## src/rtl/fixed_point_formatter_if.sv

```systemverilog
// Handshake bundle for the fixed-point formatter.
// The operand side is valid/ready in; the character stream is valid/ready out.
interface fixed_point_formatter_if;
  logic        in_valid;
  logic        in_ready;
  logic [7:0]  result_integer;
  logic [22:0] result_decimal;
  logic        out_valid;
  logic        out_ready;
  logic [7:0]  out_data;
  logic        out_last;
  logic        busy;

  // Producer of operands and consumer of characters.
  modport master (
    output in_valid, result_integer, result_decimal, out_ready,
    input  in_ready, out_valid, out_data, out_last, busy
  );

  // The formatter itself.
  modport slave (
    input  in_valid, result_integer, result_decimal, out_ready,
    output in_ready, out_valid, out_data, out_last, busy
  );
endinterface

```

## src/rtl/fixed_point_formatter.sv

```systemverilog
// Fixed-point to ASCII decimal formatter.
// Captures a signed 8.23 value, converts the integer magnitude to BCD with a
// double-dabble pass, then streams sign, integer digits, '.', and truncated
// fraction digits through a registered valid/ready output.
module fixed_point_formatter #(
  parameter int FRAC_DIGITS = 4
) (
  input  logic                     clk,
  input  logic                     rst_n,
  fixed_point_formatter_if.slave   bus
);

  typedef enum logic [2:0] {IDLE, CONV, SIGN, INT, POINT, FRAC} state_e;

  localparam logic [2:0] FD_LAST = (FRAC_DIGITS == 0) ? 3'd0 : 3'(FRAC_DIGITS - 1);

  state_e      state_q, state_d;
  logic        neg_q, neg_d;
  logic        nz_q, nz_d;
  logic [22:0] frac_q, frac_d;
  logic [19:0] dd_q, dd_d;      // {hundreds, tens, ones, binary}
  logic [2:0]  cnt_q, cnt_d;
  logic [1:0]  idx_q, idx_d;    // integer digit being emitted (2 = hundreds)
  logic [2:0]  fcnt_q, fcnt_d;
  logic        out_valid_q, out_valid_d;
  logic [7:0]  out_data_q, out_data_d;
  logic        out_last_q, out_last_d;

  logic        in_ready;
  logic [30:0] v;
  logic [31:0] m;
  logic [1:0]  int_start;
  logic [26:0] p;
  logic        have;
  logic        last;
  logic        emit_int;
  logic [1:0]  k;
  logic [3:0]  dig;
  logic [7:0]  ch;
  state_e      nxt;
  logic [1:0]  idx_nxt;
  logic [2:0]  fcnt_nxt;
  logic [22:0] frac_nxt;

  // One double-dabble step: add 3 to any BCD digit >= 5, then shift left.
  function automatic logic [19:0] dd_step(input logic [19:0] x);
    logic [19:0] t;
    t = x;
    if (t[11:8]  >= 4'd5) t[11:8]  = t[11:8]  + 4'd3;
    if (t[15:12] >= 4'd5) t[15:12] = t[15:12] + 4'd3;
    if (t[19:16] >= 4'd5) t[19:16] = t[19:16] + 4'd3;
    return {t[18:0], 1'b0};
  endfunction

  // Magnitude is 32 bits wide so -128.0 negates without overflow.
  always_comb begin
    v = {bus.result_integer, bus.result_decimal};
    m = v[30] ? (~{v[30], v} + 32'd1) : {v[30], v};
  end

  assign in_ready      = (state_q == IDLE) && !out_valid_q;
  assign bus.in_ready  = in_ready;
  assign bus.busy      = !in_ready;
  assign bus.out_valid = out_valid_q;
  assign bus.out_data  = out_data_q;
  assign bus.out_last  = out_last_q;

  // Leading-zero suppression: first integer digit to print.
  always_comb begin
    if (dd_q[19:16] != 4'd0)      int_start = 2'd2;
    else if (dd_q[15:12] != 4'd0) int_start = 2'd1;
    else                          int_start = 2'd0;
  end

  // Next-state, character selection and output register load.
  always_comb begin
    state_d     = state_q;
    neg_d       = neg_q;
    nz_d        = nz_q;
    frac_d      = frac_q;
    dd_d        = dd_q;
    cnt_d       = cnt_q;
    idx_d       = idx_q;
    fcnt_d      = fcnt_q;
    out_valid_d = out_valid_q;
    out_data_d  = out_data_q;
    out_last_d  = out_last_q;
    have        = 1'b0;
    last        = 1'b0;
    emit_int    = 1'b0;
    k           = idx_q;
    dig         = 4'd0;
    ch          = 8'h00;
    nxt         = state_q;
    idx_nxt     = idx_q;
    fcnt_nxt    = fcnt_q;
    frac_nxt    = frac_q;
    p           = {4'd0, frac_q} * 27'd10;

    case (state_q)
      IDLE: begin
        if (bus.in_valid && in_ready) begin
          state_d = CONV;
          neg_d   = v[30];
          nz_d    = |m;
          dd_d    = {12'd0, m[30:23]};
          frac_d  = m[22:0];
          cnt_d   = 3'd0;
        end
      end
      CONV: begin
        dd_d  = dd_step(dd_q);
        cnt_d = cnt_q + 3'd1;
        if (cnt_q == 3'd7) state_d = SIGN;
      end
      SIGN: begin
        have = 1'b1;
        if (neg_q && nz_q) begin
          ch      = 8'h2D;
          nxt     = INT;
          idx_nxt = int_start;
        end else begin
          // No sign: the first integer digit goes out in this same slot.
          emit_int = 1'b1;
          k        = int_start;
        end
      end
      INT: begin
        have     = 1'b1;
        emit_int = 1'b1;
        k        = idx_q;
      end
      POINT: begin
        have     = 1'b1;
        ch       = 8'h2E;
        nxt      = FRAC;
        fcnt_nxt = 3'd0;
      end
      FRAC: begin
        have     = 1'b1;
        ch       = 8'h30 + {4'd0, p[26:23]};
        frac_nxt = p[22:0];
        fcnt_nxt = fcnt_q + 3'd1;
        if (fcnt_q == FD_LAST) begin
          last = 1'b1;
          nxt  = IDLE;
        end else begin
          nxt  = FRAC;
        end
      end
      default: state_d = IDLE;
    endcase

    if (emit_int) begin
      case (k)
        2'd2:    dig = dd_q[19:16];
        2'd1:    dig = dd_q[15:12];
        default: dig = dd_q[11:8];
      endcase
      ch = 8'h30 + {4'd0, dig};
      if (k != 2'd0) begin
        nxt     = INT;
        idx_nxt = k - 2'd1;
      end else if (FRAC_DIGITS == 0) begin
        nxt  = IDLE;
        last = 1'b1;
      end else begin
        nxt  = POINT;
      end
    end

    // Load the next character whenever the output slot is empty or draining.
    if (have && (!out_valid_q || bus.out_ready)) begin
      out_valid_d = 1'b1;
      out_data_d  = ch;
      out_last_d  = last;
      state_d     = nxt;
      idx_d       = idx_nxt;
      fcnt_d      = fcnt_nxt;
      frac_d      = frac_nxt;
    end else if (out_valid_q && bus.out_ready) begin
      out_valid_d = 1'b0;
      out_last_d  = 1'b0;
    end
  end

  // State and datapath registers.
  always_ff @(posedge clk or negedge rst_n) begin
    if (!rst_n) begin
      state_q     <= IDLE;
      neg_q       <= 1'b0;
      nz_q        <= 1'b0;
      frac_q      <= '0;
      dd_q        <= '0;
      cnt_q       <= '0;
      idx_q       <= '0;
      fcnt_q      <= '0;
      out_valid_q <= 1'b0;
      out_data_q  <= 8'h00;
      out_last_q  <= 1'b0;
    end else begin
      state_q     <= state_d;
      neg_q       <= neg_d;
      nz_q        <= nz_d;
      frac_q      <= frac_d;
      dd_q        <= dd_d;
      cnt_q       <= cnt_d;
      idx_q       <= idx_d;
      fcnt_q      <= fcnt_d;
      out_valid_q <= out_valid_d;
      out_data_q  <= out_data_d;
      out_last_q  <= out_last_d;
    end
  end

endmodule

```

## src/flat_wrapper.sv

```systemverilog
// flat-port wrapper written by rule: the top's interface ports become plain ports
module fixed_point_formatter_flat 
#(
  parameter int FRAC_DIGITS = 4
)
  (clk, rst_n, bus_in_valid, bus_result_integer, bus_result_decimal, bus_out_ready, bus_in_ready, bus_out_valid, bus_out_data, bus_out_last, bus_busy);
  fixed_point_formatter_if bus_i ();
  input  logic clk;
  input  logic rst_n;
  input wire logic [$bits(bus_i.in_valid)-1:0] bus_in_valid;
  input wire logic [$bits(bus_i.result_integer)-1:0] bus_result_integer;
  input wire logic [$bits(bus_i.result_decimal)-1:0] bus_result_decimal;
  input wire logic [$bits(bus_i.out_ready)-1:0] bus_out_ready;
  output wire logic [$bits(bus_i.in_ready)-1:0] bus_in_ready;
  output wire logic [$bits(bus_i.out_valid)-1:0] bus_out_valid;
  output wire logic [$bits(bus_i.out_data)-1:0] bus_out_data;
  output wire logic [$bits(bus_i.out_last)-1:0] bus_out_last;
  output wire logic [$bits(bus_i.busy)-1:0] bus_busy;
  assign bus_i.in_valid = bus_in_valid;
  assign bus_i.result_integer = bus_result_integer;
  assign bus_i.result_decimal = bus_result_decimal;
  assign bus_i.out_ready = bus_out_ready;
  assign bus_in_ready = bus_i.in_ready;
  assign bus_out_valid = bus_i.out_valid;
  assign bus_out_data = bus_i.out_data;
  assign bus_out_last = bus_i.out_last;
  assign bus_busy = bus_i.busy;
  fixed_point_formatter #(.FRAC_DIGITS(FRAC_DIGITS)) u_core (.clk(clk), .rst_n(rst_n), .bus(bus_i));
endmodule
```

## config.mk

```make
export PLATFORM = sky130hd
export DESIGN_NAME = fixed_point_formatter_flat
export DESIGN_NICKNAME = d
export VERILOG_FILES = /design/src/rtl/fixed_point_formatter_if.sv /design/src/rtl/fixed_point_formatter.sv /design/src/flat_wrapper.sv
export SDC_FILE = /design/constraint.sdc
export NUM_CORES = 1
export LEC_CHECK = 0
export ABC_AREA = 1
export BUFFER_PORTS_ARGS = -buffer_cell sky130_fd_sc_hd__buf_2
export CORE_ASPECT_RATIO = 0.8
export CORE_MARGIN = 2
export CORE_UTILIZATION = 30
export CTS_BUF_LIST = sky130_fd_sc_hd__clkbuf_4 sky130_fd_sc_hd__clkbuf_8
export DETAILED_ROUTE_END_ITERATION = 8
export PLACE_DENSITY = 0.47
export SETUP_SLACK_MARGIN = 0.2
export SLEW_MARGIN = 0
export SYNTH_ARGS = -nofsm -noshare
export SYNTH_HDL_FRONTEND = slang
export SYNTH_SLANG_ARGS = --single-unit
```

## constraint.sdc

```tcl
create_clock -name clk -period 2.6 [get_ports clk]
set_input_delay 0.13 -clock clk [delete_from_list [all_inputs] [get_ports clk]]
set_output_delay 0.13 -clock clk [all_outputs]
set_load 0.005 [all_outputs]
```

Word-level counts from Yosys, hierarchy flattened
Cells that the tools add are included.

operators by class
  bitwise gates (word level) = 1
  order comparisons = 3
  reductions and logical operators = 24
  equality and inequality tests = 16
  add/sub/neg operators = 9
  muxes and demuxes = 43
  multiply operators = 1

operator list
  cell                   count
  $mux 23                4
  $pmux 20 s2            1
  $add 32x1->32 const B  1
  $mux 32                1
  $not 32->32            1
  $reduce_or 32->1       1
  $mux 3                 9
  $mul 23x3->26 const B  1
  $pmux 8 s3             1
  $mux 20                1
  $pmux 3 s3             2
  $add 6x4->7 const A    2
  $mux 2                 7
  $ge 4x3->1 const B     3
  $mux 4                 3
  $pmux 3 s2             2
  $reduce_bool 2->1      6
  $eq 3x2->1 const B     3
  $eq 3x3->1 const B     3
  $add 4x2->4 const B    2
  $mux 1                 8
  $mux 8                 1
  $pmux 4 s2             1
  $reduce_bool 4->1      2
  other kinds (22)       31

word-level totals
  word-level logic and storage cells = 108
  bits of input ports = 35
  output and inout port bits = 12
  register bits = 66

Logic depth before layout (Yosys ltp)
  depth after elaboration = 10
  gate-level depth with buffers = 18
  gate-level depth less buffers = 18

Worst setup path after synthesis
OpenSTA, ideal clock, no wires.

  kind = register to register
  start point = reg u_core.frac_q[1]
  end point = reg u_core.frac_q[20]
  period minus slack after synthesis = 2.373 ns
  required time = 2.483 ns
  library setup time = 0.117 ns
  arrival = 2.255 ns
  path buffers = 0
  cell stages (with the launch flop) = 18
  setup slack = 0.227 ns
  path through = dfrtp_1 ha_1 ha_1 fa_1 nand2_1 inv_1 nand2_1 nand2_1 nand2_1 nand2_1 a21oi_1 inv_1 nand2_1 inv_1 o21bai_1 nand3_1 nand3_1 nand2_1

on the way
  longest elaborated chain between the ends = 3

RTL lines
  item                    line                          text
  from (decl)             fixed_point_formatter.sv:20   logic [22:0] frac_q, frac_d;
  from (signal assigned)  fixed_point_formatter.sv:205  frac_q <= frac_d;
  $mul 23x3->26           fixed_point_formatter.sv:98   p = {4'd0, frac_q} * 27'd10;
  $mux 23                 fixed_point_formatter.sv:100  case (state_q)
  $mux 23                 fixed_point_formatter.sv:173  if (have && (!out_valid_q || bus.out_ready)) begin

Every way passes these cells. The select of a mux whose other input is x is not followed.
A chain may end at the register's enable or synchronous reset.

Worst setup path after layout
  start point = reg u_core.frac_q[3]
  end point = reg u_core.frac_q[20]

Same word-level chain as after synthesis.

==> flow_metrics.tcl <==
set metrics [dict create \
    clock.fmax_ghz 0.426 \
    setup_tns_ns 0 \
    hold_depth 3 \
    timing.final.crit_share_pct 90.4 \
    async_reset_ff_share_pct 100 \
    critPathKind "reg -> reg" \
    cts_buffer_depth 2 \
    reg2reg_from "u_core.frac_q[3]" \
    num_vias 5918 \
    initial_core_util_pct 30.9 \
    synth.yosys.seq_area_share_pct 27.1 \
    mappedNetlistArea_mm2 0.00591 \
    hpwl_um 13900 \
    setup_viol_count_final 0 \
    die_area_mm2 0.0208 \
    synth_edf_count 0 \
    synth_top_flop_cell "dfrtp_1" \
    wl_um 17800 \
    synth_top_area_share_pct 27.1 \
    grt_pass1_vias 5507 \
    r2r_setup_slack_ns 0.25 \
    io_buffers 44 \
    yosysWarnings 0 \
    fp.dieH_um 130 \
    power_leakage_uw 0.00356 \
    end_kind "flip-flop" \
    ir_drop_v 0.000424 \
    first_iter_violations 392 \
    n_antenna_cell 0 \
    synth_cells 889 \
    synth.most_common_cell "nand2_1" \
    dr.pass1.iters 5 \
    num_rows 45 \
    rsz0062_at_grt "yes" \
    min-delay-path-class "in -> reg" \
    ant_nets 0 \
    critPathRequiredTime_ns 2.85 \
    core_area_mm2 0.0191 \
    min_from "bus_result_decimal[0]" \
    area_growth_pct 20.3 \
    cp-start-kind "flip-flop" \
    cts_tree "done" \
    slew_violations 0 \
    finalNetCount 1054 \
    syn_avg_cell_area_um2 6.65 \
    timing.rr.end "u_core.frac_q[20]" \
    fin_worst_skew_ns 0.0153 \
    hold_ws_ns 0.0730 \
    synthTopCellsByCount "237 x nand2_1, 102 x nor2_1, 95 x inv_1" \
    holdPathEnd "u_core.frac_q[0]" \
    numCtsBuffers 9 \
    cts-root-buf "clkbuf_8" \
    viasPerCell 4.83 \
    wire_per_inst_um 14.5 \
    grt_usage_pct 17.5 \
    power_density_mw_per_mm2 1410 \
    status "finished clean" \
    clkTransAtPathRegs_ns 0.07 \
    grt_max_degree 30 \
    maxCapViolCount 0 \
    die_w_um 161 \
    synth_area_leaders "dfrtp_1 27%, nand2_1 15%, ha_1 12%, nor2_1 6.5%, inv_1 6.0%" \
    final.min_clock_period_ns 2.35 \
    clk_latency_ns 0.36 \
    grt_pass1_wl_um 29200 \
    antenna_found_initial 0 \
    drcViolationCount 0 \
    drive_gt1_share_pct 20.0 \
    globalplace.congestion 0.868 \
    yosysTopAreaCell "dfrtp_1" \
    io_pins 47 \
    reg2reg_depth 17 \
    finalHoldViolCount 0 \
    crit_fanout 4 \
    cts_htree_levels 3 \
    ys_types 46 \
    synth-seq-cells 64 \
    worstPathArrival_ns 2.60 \
    clock_sinks 64 \
    grt_overflow 0 \
]
## layout make-up
type	count	area, um^2
clock inverter	5	56.3
tap	258	323
clock buffer	11	145
multi-input combinational	700	4090
fill	2090	12000
inverter	106	398
timing repair buffer	80	493
sequential	64	1600
## timing repair
item	CTS	global route
hold endpoints to repair	13	0
hold buffers	1	0
pin swaps	1	18
gates resized for setup	13	65
setup buffers	2	11
setup endpoints to repair	7	19
## how the worst max path moves through the flow
stage / start / to / slack, ns / depth (start not counted)
final: u_core.frac_q[3] / u_core.frac_q[20] / 0.25 / 17
after global placement: u_core.frac_q[1] / u_core.frac_q[20] / 0.05 / 17
after floorplan: u_core.frac_q[1] / u_core.frac_q[20] / 0.23 / 17
after global routing: u_core.frac_q[3] / u_core.frac_q[20] / 0.11 / 17
after detailed placement: u_core.frac_q[1] / u_core.frac_q[20] / -0.03 / 17
after CTS: u_core.frac_q[1] / u_core.frac_q[20] / 0.18 / 17
## sequential cells by signal, indices dropped and copies added, names as in the netlist
register / flops
u_core.frac_q: 23
u_core.dd_q: 20
u_core.bus.out_data: 6
u_core.cnt_q: 3
u_core.fcnt_q: 3
u_core.state_q: 3
u_core.idx_q: 2
u_core.bus.out_last: 1
u_core.bus.out_valid: 1
u_core.neg_q: 1
u_core.nz_q: 1
## metal layers
metal  up-vias  track usage (%)  routed length [um]
met5         -                0                   0
met4         0             4.20                 179
met3        12             2.46                 647
met2       131             24.6                7150
met1      2697             27.8                9830
li1       3078                -                   -
## through the flow
step                worst slack (ns)  instances  power [uW]  area (um^2)  utilization, %
detailed placement           -0.0294       1194        8030         6510            34.0
global placement              0.0505       1194        8150         6510            34.0
floorplan                      0.227        890        6290         5910               -
CTS                            0.179       1213        9220         6800            35.5
global route                   0.112       1224       11000         7110            37.1
finish                         0.251       1224       10000         7110            37.1
## cells by family after synthesis
kind of cell	Yosys count	share of synthesized area (%)
AO/OA/AOI/OAI	162	15.6
buffers and inverters	126	8.66
flip-flops	64	27.1
adder cells (fa/ha/maj)	58	12.4
other	1	0.0635
AND/OR/NAND/NOR	461	33.6
XOR/XNOR	17	2.52
## worst max-delay path, cell delays in order (launching register included)
cell and delay (ns):
dfrtp_1 0.42, ha_4 0.26, ha_4 0.16, fa_2 0.37
nand2_2 0.07, inv_2 0.04, nand2_2 0.06, nand2_4 0.07
nand2_4 0.08, nand2_4 0.05, a21oi_4 0.15, inv_2 0.06
nand2_1 0.05, inv_1 0.03, o21bai_1 0.11, nand3_1 0.10
nand3_1 0.10, nand2_1 0.05
## where the power goes
group	internal, uW	switching, uW
sequential	1470	381
clock	478	422
combinational	2850	4410
## placed cells by master, fill, tap and decap left out, types with 5 or more instances in the layout
cell	count
o21ai_1	12
o21ai_0	44
o22ai_1	6
ha_2	9
nor2_2	12
inv_1	88
buf_2	44
dfrtp_1	64
a21oi_2	10
ha_1	42
or2_2	5
nand2_2	12
nand4_1	9
xor2_1	12
nor3_1	8
a21oi_1	45
ha_4	6
buf_4	35
nor2_1	96
nand2_1	225
nand3_1	70
inv_2	18
clkbuf_8	10
o221ai_1	5
nand2_4	6
nand3b_1	7
o211ai_1	7
(Power assumes the default switching activity.)
